==> src/rtl/text_stream_pkg.sv <==
// Shared types and constants for the text streaming source and downstream framing.
package text_stream_pkg;

  typedef enum logic [1:0] {
    ST_IDLE = 2'd0,
    ST_RUN  = 2'd1,
    ST_DONE = 2'd2
  } state_e;

  localparam int FIFO_DEPTH  = 2;
  localparam int TEXT_DATA_W = 8;
  localparam int TEXT_ADDR_W = 8;

endpackage

==> src/rtl/text_ram.sv <==
// Single-port synchronous-read text memory, preloaded with an address ramp (mem[a] = a).
module text_ram #(
   parameter int    DATA_W    = 8,
   parameter int    ADDR_W    = 8,
   parameter string INIT_FILE = ""
) (
   input  logic [ADDR_W-1:0] address,
   input  logic              clock,
   input  logic [DATA_W-1:0] data,
   input  logic              wren,
   output logic [DATA_W-1:0] q
);

   logic [DATA_W-1:0] mem [2**ADDR_W];

   initial begin
      for (int i = 0; i < 2**ADDR_W; i++) mem[i] = DATA_W'(i);
   end

   always @(posedge clock) begin
      if (wren) mem[address] <= data;
      q <= mem[address];
   end

endmodule

==> src/rtl/text_stream_source.sv <==
// Streams the START_ADDR..END_ADDR window of the text memory onto a
// valid/ready byte stream, with abort, end-of-message flag and optional looping.
//
// state   | meaning
// IDLE    | waiting for start_source, stream empty
// RUN     | issuing reads and draining the output FIFO
// DONE    | single pass finished (LOOP=0), waiting for restart
module text_stream_source
  import text_stream_pkg::*;
#(
  parameter int    DATA_W     = TEXT_DATA_W,
  parameter int    ADDR_W     = TEXT_ADDR_W,
  parameter int    START_ADDR = 0,
  parameter int    END_ADDR   = 255,
  parameter int    LOOP       = 0,
  parameter string INIT_FILE  = "text.mif"
) (
  input  logic              clk,
  input  logic              reset,
  input  logic              start_source,
  input  logic              abort,
  input  logic              data_ready,
  output logic [DATA_W-1:0] data_out,
  output logic              data_valid,
  output logic              data_last,
  output logic              busy,
  output logic              done
);

  localparam logic [ADDR_W-1:0] START_A = ADDR_W'(START_ADDR);
  localparam logic [ADDR_W-1:0] END_A   = ADDR_W'(END_ADDR);
  localparam bit                LOOP_EN = (LOOP != 0);

  state_e            state;
  logic [ADDR_W-1:0] rd_addr;
  logic              issued_all;
  logic              in_flight;
  logic              in_flight_last;
  logic [DATA_W-1:0] fifo_data [FIFO_DEPTH];
  logic [FIFO_DEPTH-1:0] fifo_last;
  logic              wr_ptr;
  logic              rd_ptr;
  logic [1:0]        fifo_count;
  logic [2:0]        occupancy;
  logic [DATA_W-1:0] ram_q;
  logic              pop;
  logic              push;
  logic              issue;
  logic              at_end;

  text_ram #(
    .DATA_W   (DATA_W),
    .ADDR_W   (ADDR_W),
    .INIT_FILE(INIT_FILE)
  ) u_text_ram (
    .address(rd_addr),
    .clock  (clk),
    .data   ('0),
    .wren   (1'b0),
    .q      (ram_q)
  );

  assign data_valid = (fifo_count != 2'd0);
  assign data_out   = fifo_data[rd_ptr];
  assign data_last  = fifo_last[rd_ptr];
  assign busy       = (state == ST_RUN);
  assign done       = (state == ST_DONE);

  assign pop    = data_valid && data_ready;
  assign push   = in_flight;
  assign at_end = (rd_addr == END_A);

  // Occupancy net of the word leaving this cycle keeps the pipe bubble-free.
  assign occupancy = {1'b0, fifo_count} + {2'b00, in_flight} - {2'b00, pop};
  assign issue     = (state == ST_RUN) && !abort && !issued_all && (occupancy < 3'd2);

  always_ff @(posedge clk or negedge reset) begin
    if (!reset) begin
      state          <= ST_IDLE;
      rd_addr        <= START_A;
      issued_all     <= 1'b0;
      in_flight      <= 1'b0;
      in_flight_last <= 1'b0;
      fifo_last      <= '0;
      wr_ptr         <= 1'b0;
      rd_ptr         <= 1'b0;
      fifo_count     <= 2'd0;
      for (int i = 0; i < FIFO_DEPTH; i++) fifo_data[i] <= '0;
    end else if (abort) begin
      state          <= ST_IDLE;
      issued_all     <= 1'b0;
      in_flight      <= 1'b0;
      in_flight_last <= 1'b0;
      wr_ptr         <= 1'b0;
      rd_ptr         <= 1'b0;
      fifo_count     <= 2'd0;
    end else begin
      in_flight <= issue;
      if (issue) begin
        in_flight_last <= at_end;
        rd_addr        <= at_end ? START_A : rd_addr + 1'b1;
        if (at_end && !LOOP_EN) issued_all <= 1'b1;
      end
      if (push) begin
        fifo_data[wr_ptr] <= ram_q;
        fifo_last[wr_ptr] <= in_flight_last;
        wr_ptr            <= ~wr_ptr;
      end
      if (pop) rd_ptr <= ~rd_ptr;
      fifo_count <= fifo_count + {1'b0, push} - {1'b0, pop};

      case (state)
        ST_IDLE, ST_DONE: begin
          if (start_source) begin
            state      <= ST_RUN;
            rd_addr    <= START_A;
            issued_all <= 1'b0;
          end
        end
        ST_RUN: begin
          if (pop && data_last && !LOOP_EN) state <= ST_DONE;
        end
        default: state <= ST_IDLE;
      endcase
    end
  end

endmodule

==> config.mk <==
export PLATFORM = sky130hd
export DESIGN_NAME = text_stream_source
export DESIGN_NICKNAME = d
export VERILOG_FILES = /design/src/rtl/text_stream_pkg.sv /design/src/rtl/text_ram.sv /design/src/rtl/text_stream_source.sv
export SDC_FILE = /design/constraint.sdc
export NUM_CORES = 1
export LEC_CHECK = 0
export ABC_CLOCK_PERIOD_IN_PS = 6300
export CAP_MARGIN = 25
export CORE_UTILIZATION = 50
export CTS_CLUSTER_DIAMETER = 120
export CTS_CLUSTER_SIZE = 8
export DETAILED_ROUTE_END_ITERATION = 10
export GPL_TIMING_DRIVEN = 0
export PLACE_DENSITY = 0.77
export SKIP_CTS_REPAIR_TIMING = 1
export SYNTH_ARGS = -nofsm -noshare
export SYNTH_HDL_FRONTEND = slang
export SYNTH_SLANG_ARGS = --single-unit
==> constraint.sdc <==
create_clock -name clk -period 6.3 [get_ports clk]
set_input_delay 1.26 -clock clk [delete_from_list [all_inputs] [get_ports clk]]
set_output_delay 1.26 -clock clk [all_outputs]
set_load 0.01 [all_outputs]
==> impl_metrics.toml <==
[pwr]
max-vdd-ir-drop_mv = 0.166
power_leakage_nw = 0.973
cellPowerDensity_mw_per_mm2 = 320
total_power_w = 0.000685

[yosys]
synth_ff_type = "dfrtp_1"
synth_seq_cells = 43
synth.top_cell.area_share = 0.476
async_flop_share = 0.814
synth_fp_nets = 161
synth_area_per_cell_um2 = 12.1
synth_top_area_cell = "dfrtp_1"
synth_edf_count = 0
syn_area_mm2 = 0.00184
yosysWarnings = 0
synthCells = 152
ys_seq_area_frac = 0.563
yosys-top-cells-area = "dfrtp_1 48%, mux2_2 17%, dfxtp_1 8.7%, ha_1 2.0%, nor2_1 2.0%"
netlist-cell-type-count = 37

[detailed_routing]
first_pass_iters = 4
first_iter_violations = 22
routed_wirelength_mm = 3.21
num_vias = 1223
ant_nets = 0
route.detailed.drc = 0
post_drt_wl_per_cell_um = 14.5
viasPerCell = 5.51

[worst_setup_path]
crit_type = "in2reg"
start_kind = "input port"
reg2reg_to = "rd_addr[6]$_DFFE_PN0N_"
crit_end = "rd_addr[6]$_DFFE_PN0N_"
rrSetupSlack_ns = 2.97
r2r_start = "fifo_count[1]$_DFF_PN0_"
path_cells = "clkdlybuf4s50_1, o21ai_0, inv_1, ha_1, inv_1, ha_1, inv_1, fa_1, xor2_1, or4b_1, buf_2, or4_1, a21oi_1"
r2r_cells = 12
path_max_fanout = 10
crit_path_top_delay_cell = "or4_1"
max_stage_delay_ns = 0.50
crit_start = "data_ready"
worstPathRequired_ns = 6.52
cp.arrival_ns = 4.28
cp_common_cell = "inv_1"
cp-end-kind = "flip-flop"

[run]
maxCapViolCount = 0

[clocking]
cts_max_level = 2
cts_tree = "built"
clockRootBuffer = "clkbuf_8"
clkTransAtPathRegs_ns = 0.08
cts.sinks = 43
numCtsBuffers = 5
clockBufferDepth = 2
clkLatencyLatePin_ns = 0.29

[placement]
placed_cells = 214
io_buffers = 16
hpwl_mm = 2.17
gp_congestion = 0.780
dp_slack_ns = 1.95

[timing]
timing.final.crit_period_ns = 4.07
slew_viol_final = 0
skew_ns = 0.00484
tightest_slew_ns = 0.762
fmax_mhz = 246
hold_viol = 0
fin_ws_ns = 2.23
period_share = 0.645
rsz0062_at_grt = "false"
slew_headroom = 0.492
setup_violations = 0
setup_tns_ns = 0

[hold_path]
hp-class = "reg2reg"

[finish]
fill_cells = 284
most-common-layout-cells = "35 x dfrtp_1, 27 x mux2_2, 15 x clkdlybuf4s50_1, 10 x nor2_1"
fin_nets = 184
antenna_cells = 0
final_common_cell = "dfrtp_1"
final_layout_size_suffix_gt1_frac = 0.227
stdcell_count = 222
areaGrowthSynthToFinish_pct = 16.2

[global_routing]
antenna_found_initial = 0
grt_max_degree = 36
grt_pass1_wl_mm = 5.77
grtUsageTotal = 0.191
grt_pass1_vias = 1293
overflow = 0

[floorplanning]
dieArea_mm2 = 0.00393
io_pins = 17
row_count = 21
core-area_mm2 = 0.00344
dieHeight_um = 62.7
die_w_um = 62.7
start_util = 0.535

[run_status]
status = "finished, final reports clean"
[critical path, delay by kind of cell]
family,cells,cell delay [ns]
and+or+nand+nor,2,0.99
adders and majority gates,3,0.79
buffers and inverters,5,0.77
AOI/OAI and AO/OA,2,0.31
xor gates and xnor gates,1,0.15
[layout make-up]
class | count | area, µm² | area share
Clock inverter | 2 | 12.5 | 0.00585
Buffer | 5 | 20.0 | 0.00936
Sequential cell | 43 | 1040 | 0.484
Multi-Input combinational cell | 98 | 763 | 0.357
Timing Repair Buffer | 16 | 155 | 0.0725
Inverter | 6 | 22.5 | 0.0105
Tap cell | 46 | 57.6 | 0.0269
Clock buffer | 6 | 72.6 | 0.0339
[how the worst min path moves through the flow]
stage,start,to,slack (ns),cells after the start
global route,rd_addr[1]$_DFFE_PN0N_,u_text_ram.q[1]$_DFF_P_,0.45,0
floorplan,rd_addr[1]$_DFFE_PN0N_,u_text_ram.q[1]$_DFF_P_,0.39,0
finish,rd_addr[2]$_DFFE_PN0N_,u_text_ram.q[2]$_DFF_P_,0.44,0
global placement,rd_addr[1]$_DFFE_PN0N_,u_text_ram.q[1]$_DFF_P_,0.41,0
detailed placement,rd_addr[2]$_DFFE_PN0N_,u_text_ram.q[2]$_DFF_P_,0.42,0
CTS,rd_addr[2]$_DFFE_PN0N_,u_text_ram.q[2]$_DFF_P_,0.44,0
[cells by family after synthesis]
group | count (synthesis) | synth area share
flops | 43 | 0.562
compound gates | 19 | 0.0707
fa+ha+maj | 4 | 0.0313
simple gates | 44 | 0.128
buf+inv | 11 | 0.0231
mux | 28 | 0.171
xor+xnor | 3 | 0.0143
[state kept, by name, summed over array words and instances (netlist names)]
register and cells:
fifo_count 2, fifo_last 2, wr_ptr 1, fifo_data 16, issued_all 1, in_flight_last 1, u_text_ram.q 8, in_flight 1
rd_addr 8, state 2, rd_ptr 1
[metal layers]
layer	routed length, µm	global-route usage
met1	1440	0.233
met2	1580	0.326
met4	66	0.0872
met3	123	0.0383
met5	0	0
[stage by stage]
stage          hold WS [ns]  utilization  instance area (µm²)
2_1_floorplan         0.391            -                 1840
3_3_place_gp          0.411        0.598                 2060
3_5_place_dp          0.424        0.597                 2050
4_1_cts               0.443        0.622                 2140
5_1_grt               0.451        0.622                 2140
6_report              0.437        0.622                 2140
[report_power, final]
part	switching, W	internal, W	total [W]
registers	0.0000283	0.000314	0.000343
logic	0.0000827	0.0000933	0.000176
clock network	0.0000886	0.0000773	0.000166
total	0.000200	0.000485	0.000685
[cell usage after synthesis (all sizes together) (3+ instances only)]
library cell and instances:
a21oi 4, clkbuf 4, dfrtp 35, dfxtp 8, ha 3, inv 6, mux2 27, nand2 8
nand3 3, nor2 10, nor2b 4, nor3 5, o21ai 5
No activity file was read; power rests on OpenSTA's default activity.
